### src/rtl/tipos_pkg.sv
// Shared types and constants for the setup menu: password/BCD packs,
// the configuration record, special key codes and reset defaults.
package tipos_pkg;

  localparam int MAX_USERS    = 5;
  localparam int SENHA_DIGITS = 20;
  localparam int IDX_W        = 3;

  // digits[0] is the most recent key; unused positions hold 4'hF
  typedef logic [SENHA_DIGITS-1:0][3:0] senhaPac_t;
  // BCD0..BCD5 of the front-panel display
  typedef logic [5:0][3:0] bcdPac_t;

  typedef struct packed {
    logic                        bip_status;
    logic [6:0]                  bip_time;
    logic [6:0]                  tranca_aut_time;
    senhaPac_t                   senha_master;
    senhaPac_t [MAX_USERS-1:0]   senha_user;
  } setupPacN_t;

  typedef enum logic [2:0] {
    IDLE, BIP_EN, BIP_TIME, TRC_TIME, PW, SAVE, ABORT
  } menu_state_t;

  // Whole-entry special codes (every nibble equal)
  localparam senhaPac_t SENHA_CANCEL = {SENHA_DIGITS{4'hC}};
  localparam senhaPac_t SENHA_BACK   = {SENHA_DIGITS{4'hA}};
  localparam senhaPac_t SENHA_SAVE   = {SENHA_DIGITS{4'hB}};
  localparam senhaPac_t SENHA_ALL_F  = {SENHA_DIGITS{4'hF}};
  localparam senhaPac_t SENHA_IGNORE = {SENHA_DIGITS{4'hE}};

  localparam bcdPac_t   BCD_BLANK        = {6{4'hB}};
  localparam senhaPac_t SENHA_MASTER_DEF = {{16{4'hF}}, 16'h1234};

  localparam setupPacN_t SETUP_DEFAULT = {1'b1, 7'd5, 7'd5, SENHA_MASTER_DEF,
                                          {MAX_USERS{SENHA_ALL_F}}};

  // Keep the first n digits of a password, blank the rest with 4'hF
  function automatic senhaPac_t pw_trim(senhaPac_t d, int n);
    senhaPac_t r;
    for (int i = 0; i < SENHA_DIGITS; i++) begin
      r[i] = (i < n) ? d[i] : 4'hF;
    end
    return r;
  endfunction

endpackage

### src/rtl/setup_menu_param_if.sv
// Keypad-entry / configuration-output bundle of the setup menu.
// Handshake: digitos_valid is a one-cycle strobe qualifying digitos_value;
// there is no ready -- any entry strobed while the menu is in BIP_EN..PW is
// consumed on that edge, entries in IDLE/SAVE/ABORT are dropped.
interface setup_menu_param_if;
  import tipos_pkg::*;

  logic       setup_on;
  senhaPac_t  digitos_value;
  logic       digitos_valid;
  logic       display_en;
  bcdPac_t    bcd_pac;
  setupPacN_t data_setup_new;
  logic       data_setup_ok;
  logic       data_setup_abort;
  logic       entry_err;

  modport master (
    output setup_on, digitos_value, digitos_valid,
    input  display_en, bcd_pac, data_setup_new,
           data_setup_ok, data_setup_abort, entry_err
  );

  modport slave (
    input  setup_on, digitos_value, digitos_valid,
    output display_en, bcd_pac, data_setup_new,
           data_setup_ok, data_setup_abort, entry_err
  );
endinterface

### src/rtl/setup_time_parse.sv
// Combinational decode of a one- or two-digit seconds entry, clamped to
// [T_MIN, T_MAX]; o_err flags a non-decimal nibble among the used digits.
module setup_time_parse
  import tipos_pkg::*;
#(
  parameter int T_MIN = 5,
  parameter int T_MAX = 60
) (
  input  senhaPac_t  i_digits,
  output logic [6:0] o_value,
  output logic       o_err
);

  logic [3:0] w_d0;
  logic [3:0] w_d1;
  logic [6:0] w_raw;

  assign w_d0 = i_digits[0];
  assign w_d1 = i_digits[1];

  // Decode the digits and clamp the result into the legal window
  always_comb begin
    if (w_d1 == 4'hF) begin
      w_raw = {3'b000, w_d0};
      o_err = (w_d0 > 4'd9);
    end else begin
      w_raw = 7'(w_d1) * 7'd10 + 7'(w_d0);
      o_err = (w_d1 > 4'd9) || (w_d0 > 4'd9);
    end
    if (w_raw < 7'(T_MIN))      o_value = 7'(T_MIN);
    else if (w_raw > 7'(T_MAX)) o_value = 7'(T_MAX);
    else                        o_value = w_raw;
  end

endmodule

### src/rtl/setup_menu_param.sv
// Setup menu: walks the user through buzzer enable, two time fields and the
// master/user passwords, editing a working copy that is committed on SAVE.
module setup_menu_param
  import tipos_pkg::*;
#(
  parameter int NUM_USERS   = 4,
  parameter int PW_MIN      = 4,
  parameter int PW_MAX      = 12,
  parameter int T_MIN       = 5,
  parameter int T_MAX       = 60,
  parameter int TIMEOUT_CYC = 30000
) (
  input  logic              clk,
  input  logic              rst,
  setup_menu_param_if.slave menu,
  output menu_state_t       o_dbg_state,
  output logic [IDX_W-1:0]  o_dbg_idx
);

  localparam int               CNT_W    = $clog2(TIMEOUT_CYC);
  localparam logic [CNT_W-1:0] CNT_LAST = CNT_W'(TIMEOUT_CYC - 2);
  localparam logic [IDX_W-1:0] IDX_LAST = IDX_W'(NUM_USERS);

  menu_state_t      r_state, w_state_next;
  logic [IDX_W-1:0] r_idx, w_idx_next;
  menu_state_t      w_adv_state, w_prev_state;
  logic [IDX_W-1:0] w_adv_idx, w_prev_idx, w_uidx;
  setupPacN_t       r_committed, r_working;
  logic [CNT_W-1:0] r_cnt;
  logic             r_err;
  senhaPac_t        r_last;
  bcdPac_t          w_bcd;

  logic       w_active, w_entry, w_special, w_accept;
  logic       w_cancel, w_back, w_save, w_skip, w_ignore;
  logic       w_pw_ok, w_pw_cap_ok;
  logic [6:0] w_time_val;
  logic       w_time_err;

  assign w_active  = (r_state == BIP_EN) || (r_state == BIP_TIME) ||
                     (r_state == TRC_TIME) || (r_state == PW);
  assign w_entry   = w_active && menu.digitos_valid;
  assign w_cancel  = (menu.digitos_value == SENHA_CANCEL);
  assign w_back    = (menu.digitos_value == SENHA_BACK);
  assign w_save    = (menu.digitos_value == SENHA_SAVE);
  assign w_skip    = (menu.digitos_value == SENHA_ALL_F);
  assign w_ignore  = (menu.digitos_value == SENHA_IGNORE);
  assign w_special = w_cancel || w_back || w_save || w_skip || w_ignore;
  assign w_uidx    = r_idx - 1'b1;

  // A full 20-digit limit leaves no nibble to check for overflow
  if (PW_MAX < SENHA_DIGITS) begin : g_pw_cap
    assign w_pw_cap_ok = (menu.digitos_value[PW_MAX] == 4'hF);
  end else begin : g_pw_nocap
    assign w_pw_cap_ok = 1'b1;
  end
  assign w_pw_ok = (menu.digitos_value[PW_MIN-1] != 4'hF) && w_pw_cap_ok;

  setup_time_parse #(.T_MIN(T_MIN), .T_MAX(T_MAX)) u_time_parse (
    .i_digits (menu.digitos_value),
    .o_value  (w_time_val),
    .o_err    (w_time_err)
  );

  // Field-level acceptance of a non-special entry in the current step
  always_comb begin
    w_accept = 1'b0;
    case (r_state)
      BIP_EN:             w_accept = (menu.digitos_value[0] <= 4'd1);
      BIP_TIME, TRC_TIME: w_accept = !w_time_err;
      PW:                 w_accept = w_pw_ok;
      default:            w_accept = 1'b0;
    endcase
  end

  // State register: menu step and password index
  always_ff @(posedge clk or posedge rst) begin
    if (rst) begin
      r_state <= IDLE;
      r_idx   <= '0;
    end else begin
      r_state <= w_state_next;
      r_idx   <= w_idx_next;
    end
  end

  // Next-state: neighbours of the current step, then entry/timeout decision
  always_comb begin
    w_adv_state  = r_state;
    w_adv_idx    = r_idx;
    w_prev_state = r_state;
    w_prev_idx   = r_idx;
    case (r_state)
      BIP_EN:   w_adv_state = BIP_TIME;
      BIP_TIME: begin w_adv_state = TRC_TIME; w_prev_state = BIP_EN; end
      TRC_TIME: begin w_adv_state = PW; w_adv_idx = '0; w_prev_state = BIP_TIME; end
      PW: begin
        if (r_idx == IDX_LAST) w_adv_state = SAVE;
        else                   w_adv_idx   = r_idx + 1'b1;
        if (r_idx == '0)       w_prev_state = TRC_TIME;
        else                   w_prev_idx   = r_idx - 1'b1;
      end
      default: ;
    endcase

    w_state_next = r_state;
    w_idx_next   = r_idx;
    case (r_state)
      IDLE: if (menu.setup_on) begin
        w_state_next = BIP_EN;
        w_idx_next   = '0;
      end
      SAVE, ABORT: w_state_next = IDLE;
      default: begin
        if (menu.digitos_valid) begin
          if (w_cancel) begin
            w_state_next = ABORT;
          end else if (w_back) begin
            w_state_next = w_prev_state;
            w_idx_next   = w_prev_idx;
          end else if (w_save) begin
            w_state_next = SAVE;
          end else if (w_skip || (!w_ignore && w_accept)) begin
            w_state_next = w_adv_state;
            w_idx_next   = w_adv_idx;
          end
        end else if (r_cnt == CNT_LAST) begin
          w_state_next = ABORT;
        end
      end
    endcase
  end

  // Output decode: step number and echoed digits; passwords never shown
  always_comb begin
    w_bcd = BCD_BLANK;
    case (r_state)
      BIP_EN:   begin w_bcd[5] = 4'd1; w_bcd[0] = r_last[0]; end
      BIP_TIME: begin w_bcd[5] = 4'd2; w_bcd[1] = r_last[1]; w_bcd[0] = r_last[0]; end
      TRC_TIME: begin w_bcd[5] = 4'd3; w_bcd[1] = r_last[1]; w_bcd[0] = r_last[0]; end
      PW:       w_bcd[5] = 4'd4 + {1'b0, r_idx};
      default: ;
    endcase
  end

  assign menu.bcd_pac          = w_bcd;
  assign menu.display_en       = (r_state != IDLE);
  assign menu.data_setup_ok    = (r_state == SAVE);
  assign menu.data_setup_abort = (r_state == ABORT);
  assign menu.entry_err        = r_err;
  assign menu.data_setup_new   = r_committed;
  assign o_dbg_state           = r_state;
  assign o_dbg_idx             = r_idx;

  // Datapath: working/committed copies, inactivity counter, echo and error pulse
  always_ff @(posedge clk or posedge rst) begin
    if (rst) begin
      r_working   <= SETUP_DEFAULT;
      r_committed <= SETUP_DEFAULT;
      r_cnt       <= '0;
      r_err       <= 1'b0;
      r_last      <= SENHA_ALL_F;
    end else begin
      r_err <= w_entry && !w_special && !w_accept;
      if (r_state == IDLE) begin
        r_cnt <= '0;
        if (menu.setup_on) begin
          r_working <= r_committed;
          r_last    <= SENHA_ALL_F;
        end
      end else if (w_active) begin
        if (menu.digitos_valid) begin
          r_cnt  <= '0;
          r_last <= menu.digitos_value;
        end else begin
          r_cnt <= r_cnt + 1'b1;
        end
        if (w_entry && !w_special && w_accept) begin
          case (r_state)
            BIP_EN:   r_working.bip_status      <= menu.digitos_value[0][0];
            BIP_TIME: r_working.bip_time        <= w_time_val;
            TRC_TIME: r_working.tranca_aut_time <= w_time_val;
            PW: begin
              if (r_idx == '0) r_working.senha_master       <= pw_trim(menu.digitos_value, PW_MAX);
              else             r_working.senha_user[w_uidx] <= pw_trim(menu.digitos_value, PW_MAX);
            end
            default: ;
          endcase
        end
      end else begin
        r_cnt <= '0;
        if (r_state == SAVE) r_committed <= r_working;
      end
    end
  end

endmodule

### src/flat_wrapper.sv
// flat-port wrapper written by rule: the top's interface ports become plain ports
module setup_menu_param_flat import tipos_pkg::*;
#(
  parameter int NUM_USERS   = 4,
  parameter int PW_MIN      = 4,
  parameter int PW_MAX      = 12,
  parameter int T_MIN       = 5,
  parameter int T_MAX       = 60,
  parameter int TIMEOUT_CYC = 30000
)
  (clk, rst, o_dbg_state, o_dbg_idx, menu_setup_on, menu_digitos_value, menu_digitos_valid, menu_display_en, menu_bcd_pac, menu_data_setup_new, menu_data_setup_ok, menu_data_setup_abort, menu_entry_err);
  setup_menu_param_if menu_i ();
  input  logic clk;
  input  logic rst;
  output menu_state_t o_dbg_state;
  output logic [IDX_W-1:0] o_dbg_idx;
  input wire logic [$bits(menu_i.setup_on)-1:0] menu_setup_on;
  input wire logic [$bits(menu_i.digitos_value)-1:0] menu_digitos_value;
  input wire logic [$bits(menu_i.digitos_valid)-1:0] menu_digitos_valid;
  output wire logic [$bits(menu_i.display_en)-1:0] menu_display_en;
  output wire logic [$bits(menu_i.bcd_pac)-1:0] menu_bcd_pac;
  output wire logic [$bits(menu_i.data_setup_new)-1:0] menu_data_setup_new;
  output wire logic [$bits(menu_i.data_setup_ok)-1:0] menu_data_setup_ok;
  output wire logic [$bits(menu_i.data_setup_abort)-1:0] menu_data_setup_abort;
  output wire logic [$bits(menu_i.entry_err)-1:0] menu_entry_err;
  assign menu_i.setup_on = menu_setup_on;
  assign menu_i.digitos_value = menu_digitos_value;
  assign menu_i.digitos_valid = menu_digitos_valid;
  assign menu_display_en = menu_i.display_en;
  assign menu_bcd_pac = menu_i.bcd_pac;
  assign menu_data_setup_new = menu_i.data_setup_new;
  assign menu_data_setup_ok = menu_i.data_setup_ok;
  assign menu_data_setup_abort = menu_i.data_setup_abort;
  assign menu_entry_err = menu_i.entry_err;
  setup_menu_param #(.NUM_USERS(NUM_USERS), .PW_MIN(PW_MIN), .PW_MAX(PW_MAX), .T_MIN(T_MIN), .T_MAX(T_MAX), .TIMEOUT_CYC(TIMEOUT_CYC)) u_core (.clk(clk), .rst(rst), .menu(menu_i), .o_dbg_state(o_dbg_state), .o_dbg_idx(o_dbg_idx));
endmodule
### config.mk
export PLATFORM = sky130hd
export DESIGN_NAME = setup_menu_param_flat
export DESIGN_NICKNAME = d
export VERILOG_FILES = /design/src/rtl/tipos_pkg.sv /design/src/rtl/setup_menu_param_if.sv /design/src/rtl/setup_time_parse.sv /design/src/rtl/setup_menu_param.sv /design/src/flat_wrapper.sv
export SDC_FILE = /design/constraint.sdc
export NUM_CORES = 2
export LEC_CHECK = 0
export BUFFER_PORTS_ARGS = -buffer_cell sky130_fd_sc_hd__buf_2
export CORE_MARGIN = 4
export CORE_UTILIZATION = 29
export DETAILED_ROUTE_END_ITERATION = 6
export PLACE_DENSITY = 0.53
export SYNTH_ARGS = -nofsm -noshare
export SYNTH_HDL_FRONTEND = slang
export SYNTH_SLANG_ARGS = --single-unit
### constraint.sdc
create_clock -name clk -period 30.7 [get_ports clk]
set_clock_uncertainty 0.2 [all_clocks]
set_input_delay 4.605 -clock clk [delete_from_list [all_inputs] [get_ports clk]]
set_output_delay 4.605 -clock clk [all_outputs]
set_load 0.02 [all_outputs]
# == Yosys cells after proc, flatten, opt, wreduce, memory -nomap -nowiden ==
# Cells that the tools add are included.
# classes
multipliers,1
bitwise_logic,3
muxes,51
n_addsub,5
eq_ne,28
magnitude_cmp,7
reduce_logical,46
# ops
cell,count
2-to-1 mux 495 bit,4
2-to-1 mux 480 bit,1
bitwise mux 400 bit,1
"== test 80 bit, second input constant",5
2-to-1 mux 400 bit,1
demux 80 bit (select 3 bit),1
2-to-1 mux 80 bit,2
2-to-1 mux 3 bit,18
2-to-1 mux 15 bit,3
2-to-1 mux 7 bit,5
2-to-1 mux 8 bit,4
one-hot mux 3 bit (2 select lines),3
one-hot mux 4 bit (4 select lines),1
nonzero test 2 bit,8
"adder 15 x 1 -> 15 bit, second input constant",1
"== test 15 bit, second input constant",1
"== test 3 bit, second input constant",4
one-hot mux 3 bit (4 select lines),1
AND reduction 4 bit,3
AND reduction 10 bit,1
AND reduction 5 bit,2
logical OR 1 bit,9
"!= test 9 x 1 -> 1 bit, second input constant",1
one-hot mux 3 bit (3 select lines),1
36 further kinds,60
# totals
ff_bits,1020
in_bits,84
out_inout_bits,529
elab_cells,393

# == Depth between registers and ports, before layout ==
# logic_depth
depth_word,13
mapped_depth,12
ltp_nobuf,11

# == Cells and area by module ==
# From an unflattened synthesis, not the netlist that was laid out.
# hier_totals
cells_unflattened,4345
area_unflattened_um2,42593.4
# modules_own_cells
module,n_inst,seq_area_each_um2,cells_each,area_each_um2
setup_menu_param,1,26720.6,4285,42131.7
setup_time_parse,1,0.0,60,461.7

# == Worst setup path before layout ==
# OpenSTA, ideal clock, no wires.
# synth_timing
path_type,input to register
from,input port menu_digitos_value[15]
to,"register u_core.r_idx[0], in the netlist u_core.o_dbg_idx[0]"
arrival_ps,7358
path_buffers,2
setup_slack_ps,23017
cell_stages,10
required_ps,30375
setup_ps,125
path_cell_list,buf_2 nand4_1 or4_1 or4_1 or3_1 clkbuf_1 and3_1 o211ai_1 o211a_1 mux2_2
# synth_via
elab_chain_cells,7
elab_cells_between_ends,23
cone_classes,11 x eq/ne; 5 x mux; 7 x reduce/logical
# synth_lines
item,line_no,rtl
from (decl),flat_wrapper.sv:18,input wire logic [$bits(menu_i.digitos_value)-1:0] menu_digitos_value;
!= test 4 bit,setup_menu_param.sv:57,assign w_pw_ok = (menu.digitos_value[PW_MIN-1] != 4'hF) && w_pw_cap_ok;
logical AND 1 bit,setup_menu_param.sv:57,
one-hot mux 1 bit (3 select lines),setup_menu_param.sv:68,case (r_state)
logical AND 1 bit,setup_menu_param.sv:123,end else if (w_skip || (!w_ignore && w_accept)) begin
logical OR 1 bit,setup_menu_param.sv:123,
nonzero test 3 bit (no source line),--,
AND reduction 10 bit (no source line),--,
to (signal assigned),setup_menu_param.sv:83,r_idx <= w_idx_next;
to (decl),setup_menu_param.sv:25,"logic [IDX_W-1:0] r_idx, w_idx_next;"
# Parallel ways exist; a longest one is shown, timed or not. The select of a mux whose other input is x is not followed.
# A chain may end at the register's enable or synchronous reset.

# == Worst setup path after layout ==
# layout_timing
from,input port menu_digitos_value[3]
to,register u_core.r_working[151] in the netlist's numbering
# layout_via
elab_chain_cells,10
elab_cells_between_ends,20
cone_classes,2 x order compare; 5 x eq/ne; 2 x mux; 11 x reduce/logical
# layout_lines
item,line_no,rtl
"parallel branches: the longest is 7 deep, another holds > comparator 4 bit",--,
logical AND 1 bit (*),setup_menu_param.sv:178,if (w_entry && !w_special && w_accept) begin
nonzero test 2 bit (no source line) (*),--,
AND reduction 5 bit (no source line) (*),--,
to (signal assigned),setup_menu_param.sv:168,r_working <= r_committed;
to (decl),setup_menu_param.sv:28,"setupPacN_t r_committed, r_working;"
# Mark *: on every way between the ends.

==> impl_metrics.tcl <==
set metrics [dict create \
    status "finished, final reports clean" \
    clock-sinks 1020 \
    path_buf_inv 3 \
    synth_common_cells "nand2_1, dfstp_2, clkbuf_1" \
    fmax_ghz 0.115 \
    synthCells 4138 \
    p_leak_uw 0.0227 \
    cts_tree "yes" \
    clockRootBuffer "clkbuf_16" \
    synth_edf_count 0 \
    crit_required_ns 31.15 \
    grt_pass1_wl_um 227000 \
    dr.pass1.iters 6 \
    hold_viol 0 \
    ioPinCount 613 \
    ys_top_cells_by_area "dfstp_2, nand2_1, o22a_1" \
    pwr-share-seq_pct 43.0 \
    slew_headroom_pct 21.3 \
    fin_crit_sh_pct 28.4 \
    power_frac_clock_pct 22.2 \
    clockBufferDepth 3 \
    critPathMaxStageDelay_ns 0.63 \
    critPathCaptureType "register" \
    drt_iter0_markers 2579 \
    grt_pass1_vias 31900 \
    drv_cap 0 \
    combPwrFrac_pct 34.8 \
    power.share.switching_pct 39.3 \
    num_vias 32700 \
    crit_slowest_cell "or4_1" \
    setup_viol 0 \
    cts_setup_buffers 0 \
    grt_remaining_overflow 0 \
    crit_path_start_kind "input port" \
    r2r_cells 8 \
    cp.depth 11 \
    seq_area_frac_synth_pct 62.9 \
    grt_start_max_net_pins 185 \
    drive_above_1_share_pct 38.8 \
    synth_area_leader_cell "dfstp_2" \
    dieHeight_um 391 \
    cts_htree_levels 3 \
    critPathTopFamily "simple AND/OR/NAND/NOR gates" \
    cts_resized 0 \
    gp_congestion 0.845 \
    layout.nets 4665 \
    path_class "input port to register" \
    clk_latency_ns 0.74 \
    crit_chain "buf_2, nand4_1, or4_1, or4_1, or3_1, nor2b_1, a31oi_4, buf_4, nor2_4, buf_4, o22a_1" \
    die_x_um 391 \
    dieArea_um2 153000 \
    synthArstFlopShare_pct 100 \
    ys_seq_elements 1020 \
    rsz0062_at_grt "false" \
    internal-power_uw 3810 \
    arrival_ns 9.15 \
    syn_to_final_growth_pct 20.0 \
    std_cell_rows 140 \
    cts_buffers 113 \
    dpl.hpwl_um 97700 \
    hold_path_depth 2 \
    ys_warn_count 0 \
    power_density_nw_per_um2 123 \
    cp_max_fo 60 \
    total_power_uw 6280 \
    wl_per_cell_um 23.6 \
    tns_ns 0 \
    wl_um 155000 \
    yosysMostFrequentCell "nand2_1" \
    synth_cell_type_count 60 \
    postSynthAreaPerCell_um2 10.3 \
    gr-usage-all-layers_pct 19.7 \
    start_util_pct 29.2 \
    core_area_um2 146000 \
    max-vdd-ir-drop_mv 0.0711 \
    netlist_area_um2 42500 \
    synthFlopType "dfstp_2" \
    p_sw_uw 2470 \
    slew_violations 0 \
    min_period_ns 8.70 \
    synth_top_area_share_pct 59.1 \
    hp-class "register to register" \
    post-route-drc-count 0 \
    antenna_found_initial 13 \
    cts-hold-fix-buffers 0 \
    vias_per_cell 4.97 \
    io_buffers 600 \
    ant_nets 0 \
    cts.clk_slew.worst_paths_ns 0.07 \
    tightest_slew_ns 1.18 \
]
through the flow:
step | utilization [%] | worst slack, ns | instance area (um2) | hold slack (ns) | instances
finish | 35.0 | 22.00 | 51000 | 0.210 | 6578
global route | 35.0 | 21.86 | 51000 | 0.255 | 6577
CTS | 35.0 | 22.05 | 51000 | 0.231 | 6577
detailed placement | 32.4 | 21.26 | 47200 | 0.241 | 6370
global placement | 32.4 | 21.28 | 47200 | 0.236 | 6370
floorplan | - | 12.62 | 42500 | 0.232 | 4148
cell usage in the layout (no fill, tap or decap), types with 6 or more instances in the layout:
cell | synthesis | routed
a21o_1 | 6 | 6
a21oi_1 | 105 | 105
a22oi_1 | 112 | 112
a2bb2oi_1 | 96 | 96
a31oi_1 | 37 | 36
and3_1 | 9 | 9
buf_12 | 0 | 7
buf_2 | 12 | 600
buf_4 | 13 | 42
bufinv_16 | 0 | 7
clkbuf_1 | 297 | 31
clkbuf_16 | 0 | 114
clkbuf_8 | 0 | 29
clkinv_2 | 0 | 15
conb_1 | 2 | 12
dfrtp_1 | 64 | 63
dfstp_2 | 956 | 956
ha_1 | 11 | 11
inv_1 | 19 | 17
mux2i_1 | 53 | 53
nand2_1 | 1607 | 1602
nand3_1 | 12 | 11
nand4_1 | 27 | 27
nor2_1 | 105 | 102
nor3_1 | 13 | 11
nor4_1 | 21 | 20
o21ai_0 | 45 | 44
o22a_1 | 192 | 192
o22ai_1 | 97 | 97
o2bb2ai_1 | 106 | 106
or3_1 | 11 | 11
xnor2_1 | 8 | 8
xor2_1 | 12 | 12
logic make-up (layout without fill, tap and decap cells):
logic type / Yosys count / count (layout) / share of synthesized area, %
AND/OR/NAND/NOR: 1832 / 1832 / 16.9
flip-flops: 1020 / 1020 / 62.9
AO/OA/AOI/OAI: 830 / 830 / 14.7
buffers and inverters: 364 / 876 / 3.39
other: 2 / 13 / 0.0177
multiplexers: 57 / 57 / 1.35
adder cells (fa/ha/maj): 13 / 13 / 0.418
XOR/XNOR: 20 / 20 / 0.412
final timing paths:
check / startpoint / end / slack (ns)
worst max-delay path: menu_digitos_value[3] / u_core.r_working[151] / 22.00
worst min-delay path: u_core.r_working[240] / u_core.menu.data_setup_new[240] / 0.21
worst max register to register: u_core.o_dbg_state[2] / u_core.r_working[294] / 25.37
worst min register to register: u_core.r_working[240] / u_core.menu.data_setup_new[240] / 0.21
max in group asynchronous: rst / u_core.menu.data_setup_new[302] / 23.28
min in group asynchronous: rst / u_core.menu.data_setup_new[400] / 3.91
sequential cells by signal (all words and copies together), names as in the netlist:
| register | count |
|---|---|
| u_core.o_dbg_idx | 3 |
| u_core.r_last | 8 |
| u_core.menu.data_setup_new | 495 |
| u_core.o_dbg_state | 3 |
| u_core.r_cnt | 15 |
| u_core.menu.entry_err | 1 |
| u_core.r_working | 495 |
worst reg2reg max path, delay by kind of cell (launching register included):
family / cells / cell delay [ns]
AO/OA/AOI/OAI: 3 / 1.26
AND/OR/NAND/NOR: 2 / 1.13
buffers and inverters: 3 / 1.90
flip-flops: 1 / 0.79
power by group through the flow:
| stage | logic, uW | registers [uW] | clock network [uW] |
|---|---|---|---|
| after global placement | 2180 | 2690 | 0 |
| after detailed placement | 2220 | 2700 | 0 |
| after global routing | 2380 | 2780 | 1490 |
| after CTS | 2220 | 2690 | 1440 |
| after floorplan | 1080 | 2950 | 0 |
| final | 2180 | 2700 | 1390 |
final cells by class:
type,instances,area [um2]
diodes,1,2.50
fillers,14600,94600
well taps,1917,2400
repair buffers,649,3460
multi-input cells,2764,14500
inverters,20,91.3
clock inverters,33,440
clock buffers,174,3370
flip-flops and latches,1020,26700
metal layers:
layer	share of wire (%)	track usage, %
met3	7.9	5.59
met2	46	31.1
met1	44	26.7
met5	0.037	0
met4	2.4	4.90
Power figures use the tool's default switching activity.
